### src/rtl/nv_ram_rws_param.sv
// Parametrised 1R1W synchronous RAM with optional output register, read-valid strobe
// and out-of-range protection. Define NV_RAM_RWS_BYPASS_EN for write-first output capture.
module nv_ram_rws_param #(
   parameter int WIDTH   = 18,
   parameter int DEPTH   = 128,
   parameter int AW      = $clog2(DEPTH),
   parameter int OUT_REG = 0
) (
   input  logic             clk,
   input  logic             rstn,
   input  logic [AW-1:0]    ra,
   input  logic             re,
   output logic [WIDTH-1:0] dout,
   output logic             dout_vld,
   input  logic [AW-1:0]    wa,
   input  logic             we,
   input  logic [WIDTH-1:0] di,
   input  logic [31:0]      pwrbus_ram_pd
);

   logic [WIDTH-1:0] mem [DEPTH];
   logic [AW-1:0]    ra_d;
   logic             oor_d;
   logic             vld_d1;
   logic             wa_ok;
   logic             ra_oor;
   logic [WIDTH-1:0] rd_word;
   logic             unused_pwr;

   // Compare at 32 bits so a power-of-two DEPTH never wraps the bound.
   assign wa_ok  = 32'(wa) < DEPTH;
   assign ra_oor = 32'(ra) >= DEPTH;

   assign unused_pwr = ^pwrbus_ram_pd;

   always_ff @(posedge clk) begin
      if (we && wa_ok) mem[wa] <= di;
   end

   always_ff @(posedge clk or negedge rstn) begin
      if (!rstn) begin
         ra_d   <= '0;
         oor_d  <= 1'b0;
         vld_d1 <= 1'b0;
      end else begin
         vld_d1 <= re;
         if (re) begin
            ra_d  <= ra;
            oor_d <= ra_oor;
         end
      end
   end

   assign rd_word = oor_d ? '0 : mem[ra_d];

   generate
      if (OUT_REG != 0) begin : g_oreg
         logic             vld_d2;
         logic [WIDTH-1:0] dout_q;
         logic [WIDTH-1:0] dout_nxt;

`ifdef NV_RAM_RWS_BYPASS_EN
         // A write landing on the address being captured wins over the stale array word.
         assign dout_nxt = (we && (wa == ra_d) && !oor_d) ? di : rd_word;
`else
         assign dout_nxt = rd_word;
`endif

         always_ff @(posedge clk or negedge rstn) begin
            if (!rstn) begin
               vld_d2 <= 1'b0;
               dout_q <= '0;
            end else begin
               vld_d2 <= vld_d1;
               if (vld_d1) dout_q <= dout_nxt;
            end
         end

         assign dout     = dout_q;
         assign dout_vld = vld_d2;
      end else begin : g_comb
         assign dout     = rd_word;
         assign dout_vld = vld_d1;
      end
   endgenerate

endmodule
### config.mk
export PLATFORM = sky130hd
export DESIGN_NAME = nv_ram_rws_param
export DESIGN_NICKNAME = d
export VERILOG_FILES = /design/src/rtl/nv_ram_rws_param.sv
export SDC_FILE = /design/constraint.sdc
export NUM_CORES = 2
export LEC_CHECK = 0
export CELL_PAD_IN_SITES_DETAIL_PLACEMENT = 1
export CELL_PAD_IN_SITES_GLOBAL_PLACEMENT = 2
export CORE_MARGIN = 2
export CORE_UTILIZATION = 42
export DETAILED_ROUTE_END_ITERATION = 10
export PLACE_DENSITY = 0.76
export SLEW_MARGIN = 15
export SYNTH_ARGS = -nofsm -noshare
export SYNTH_HDL_FRONTEND = slang
export SYNTH_SLANG_ARGS = --single-unit
### constraint.sdc
create_clock -name clk -period 3.1 [get_ports clk]
set_clock_uncertainty 0.15 [all_clocks]
set_input_delay 0.465 -clock clk [delete_from_list [all_inputs] [get_ports clk]]
set_output_delay 0.465 -clock clk [all_outputs]
set_load 0.03 [all_outputs]
== Word-level counts from Yosys, hierarchy flattened ==
Memory sizes are Yosys's and may differ from the RTL's.
Cells that the tools add are included.

* Bits in registers: 8
* Bits in latches: 0
* Bits in writable memories: 2304
* Memory bits (read-only): 0
* Input port bits: 68
* Output and inout port bits: 19
* Memories: 1

{| class="wikitable"
|+ Memories
! memory !! depth !! bits a word !! rd ports !! clocked after memory_dff !! wr ports !! RTL line !! text
|-
| mem || 128 || 18 || 1 || 0 || 1 || 21 || <nowiki>logic [WIDTH-1:0] mem [DEPTH];</nowiki>
|}

* Add/subtract/negate cells: 0
* Multiply operators: 0
* Div/mod/pow operators: 0
* Order comparisons: 0
* Equal/unequal tests: 0
* Shift operators: 0
* Multiplexer cells: 2
* Bitwise logic cells: 0
* Reductions and logical operators: 0

{| class="wikitable"
|+ Operator list
! operator !! count
|-
| $mux 1 || 2
|}

== Longest topological paths before layout ==
* Word-level depth: 2
* Depth in mapped cells: 7

== Least setup slack after synthesis ==
No wires, ideal clock.

* Path type: reg2out
* Start point: reg ra_d[2]
* End point: out dout[0]
* Data arrival time: 2.846 ns
* Path slack: -0.361 ns
* Stages on the path, launching flop included: 8
* Buffers on the path: 3
* Cell sequence: dfrtp_1 > clkbuf_1 > buf_1 > clkbuf_1 > mux4_2 > mux4_2 > mux4_2 > mux2_2

* Cells in the longest elaborated chain, start to end: 1

{| class="wikitable"
|+ RTL lines
! item !! RTL line !! text
|-
| start: declaration || 22 || <nowiki>logic [AW-1:0] ra_d;</nowiki>
|-
| start signal: assignment || 48 || <nowiki>ra_d <= ra;</nowiki>
|-
| $mem_v2 128x18 || - ||
|-
| end: declaration || 13 || <nowiki>output logic [WIDTH-1:0] dout,</nowiki>
|}

Every way passes these cells.

== Worst setup path after layout ==
* Start point: reg ra_d[0]
* End point: out dout[13]

The elaborated chain is that of the path after synthesis.

==> results.tsv <==
metric	value	unit
count of cell types in the netlist	17	
via count	41900	
# nets final	4083	
Peak VDD IR	494	uV
part of the cycle the worst path needs	154	%
DR pass1 iterations	6	
clk buf depth	3	
Pwr per Cell Area	648	nW/um^2
Worst EP required	2.48	ns
initial core utilization	42.2	%
Reg clk slew, reported paths	0.06	ns
max capacitance violation total	0	
H-tree depth	4	
worst setup path category	flop to primary output	
Area Overhead vs Synth	20.5	%
largest net degree at the start of global routing	129	
TritonCTS Sinks	2312	
first-pass GRT wire length	343	mm
mean routed wirelength per cell	34.6	um
Total Wirelength	243	mm
clk_lat worst skew	0.86	ns
post-DR vias/cell	5.96	
clock root buffer	clkbuf_16	
HP Class	input port to flop	
Port Buf Inserts	54	
area of the die	214000	sq um
gpl congestion	0.801	
CP endpoint kind	primary output	
P_leak	33.2	nW
sequential area share after synthesis	78.7	%
grt ovf	0	
Final Hold Viols	0	
final setup fails	18	
fmax	210	MHz
detailed-route DRC error count	0	
type of origin of the critical path	flop	
post-route setup slack	-1.67	ns
drt initial violations	5489	
vias in the first global route	43800	
crit path time final	4.77	ns
syn_nets	3515	
Yosys reg bits	2312	
failing checks	setup timing	
CTS tree	done	
Worst EP arrival	4.15	ns
Post-Syn Instances	3447	
CP Max Fanout	7	
hpwl dp	142	mm
TNS Setup	-29.22	ns
CTS buffer count	223	
Max-slew headroom	29.5	%
placement row count	168	
layout cells sized above 1	41.2	%
yosys warns	0	
slowest CP cell	mux4_2	
die width	462	um
Synth Cell Area	88200	sq um
final slew viol count	0	
crit-path cells	buf_6, buf_12, buf_16, buf_16, mux4_2, mux4_2, mux4_2, mux2_4, buf_6	
Synth Area per Inst	25.6	sq um
Post-Place Setup Slack	-0.872	ns
initial antenna violation count	28	
I/O pin cnt	87	
Worst path most repeated cell	mux4_2	
Tot GR Track Use	23.1	%
Post-DRT Antenna Nets	0	
status	complete, but fails checks	
Max stage delay on crit path	0.58	ns
Core ar.	209000	sq um
Die Ht	462	um
Power Total	68.9	mW
RSZ-0062 raised after global routing	yes	
worst slew pin tran	1.05	ns
-- power breakdown --
| group | switching [mW] | total (mW) | internal, mW | leakage (nW) |
|---|---|---|---|---|
| sequential | 0.0529 | 34.6 | 34.5 | 20.8 |
| clock | 11.7 | 27.1 | 15.5 | 3.56 |
| combinational | 3.80 | 7.21 | 3.41 | 8.81 |
| total | 15.5 | 68.9 | 53.4 | 33.2 |
-- layer usage --
metal | GRT usage [%] | wire length, um | vias up
li1 | - | - | 16300
met1 | 31.7 | 93100 | 23000
met2 | 37.9 | 121000 | 2186
met3 | 3.73 | 20600 | 377
met4 | 7.72 | 8330 | 8
met5 | 0 | 60 | -
-- registers in the layout, indices dropped and copies added, names as in the netlist --
register / count
mem: 2304
dout_vld: 1
ra_d: 7
-- layout make-up --
class	count	area [sq um]
Antenna cell	12	30.0
Clock buffer	276	5890
Clock inverter	137	1370
Fill cell	17800	103000
Multi-Input combinational cell	951	18400
Sequential cell	2312	69400
Tap cell	2805	3510
Timing Repair Buffer	527	7680
-- path summary, 6_finish.rpt --
kind | startpoint | end | slack, ns | cells past startpoint
max | ra_d[0] | dout[13] | -1.67 | 9
min | di[13] | mem[18][13] | 0.03 | 2
max reg2reg | ra_d[0] | ra_d[0] | 1.60 | 4
min reg2reg | ra_d[6] | ra_d[6] | 0.55 | 1
max in group asynchronous | rstn | ra_d[0] | 1.46 | 2
min in group asynchronous | rstn | ra_d[1] | 0.58 | 2
-- metrics by stage --
stage                     area (sq um)  hold slack, ns  util (%)  instances
after global routing            106000          0.0310      50.8       7011
final                           106000          0.0256      50.8       7020
after CTS                       106000         0.00305      50.7       6992
after floorplan                  88800          0.0194         -       3447
after detailed placement         97700           0.540      46.7       6528
after global placement           97700           0.544      46.7       6528
-- logic make-up (layout without fill, tap and decap cells) --
kind of cell / after synthesis / after routing / synth area share [%]
other: 0 / 12 / 0
buffers and inverters: 184 / 940 / 0.909
muxes: 781 / 781 / 19.6
and+or+nand+nor: 170 / 170 / 0.790
DFF: 2312 / 2312 / 78.7
-- what timing repair did --
action	in CTS	in global routing
resized for setup	69	12
endpoints found under the setup margin	18	18
buffers inserted	30	10
hold buffers	10	0
hold endpoints to repair	338	0
gates cloned	12	8
-- cell usage in the layout (no fill, tap or decap), types with 36 or more instances in the layout --
cell type	instances
clkbuf_1	48
buf_6	36
buf_4	200
clkinv_2	48
nor2_2	119
clkinv_1	46
buf_12	223
mux4_2	756
clkbuf_16	236
edfxtp_1	2304
-- synth_stat cells --
| library cell | count | share of area [%] |
|---|---|---|
| edfxtp_1 | 2304 | 78 |
| mux4_2 | 756 | 19 |
| nor2_1 | 122 | 0.52 |
| clkbuf_1 | 99 | 0.42 |
| buf_2 | 50 | 0.28 |
| mux2_2 | 25 | 0.32 |
| buf_1 | 24 | 0.10 |
| nand2_1 | 14 | 0.060 |
| nand3_1 | 12 | 0.068 |
| buf_4 | 9 | 0.077 |
| nor3_1 | 9 | 0.051 |
| dfrtp_1 | 8 | 0.23 |
| nor2b_1 | 7 | 0.050 |
| nand4_1 | 3 | 0.021 |
| buf_6 | 2 | 0.026 |
| nand2b_1 | 2 | 0.014 |
| or3_1 | 1 | 0.0071 |
-- worst max-delay path: cells and delay by family (launching register included) --
kind     cells  cell delay [ns]
buf+inv      5             0.80
flops        1             0.50
mux          4             1.93
Power figures use the tool's default switching activity.
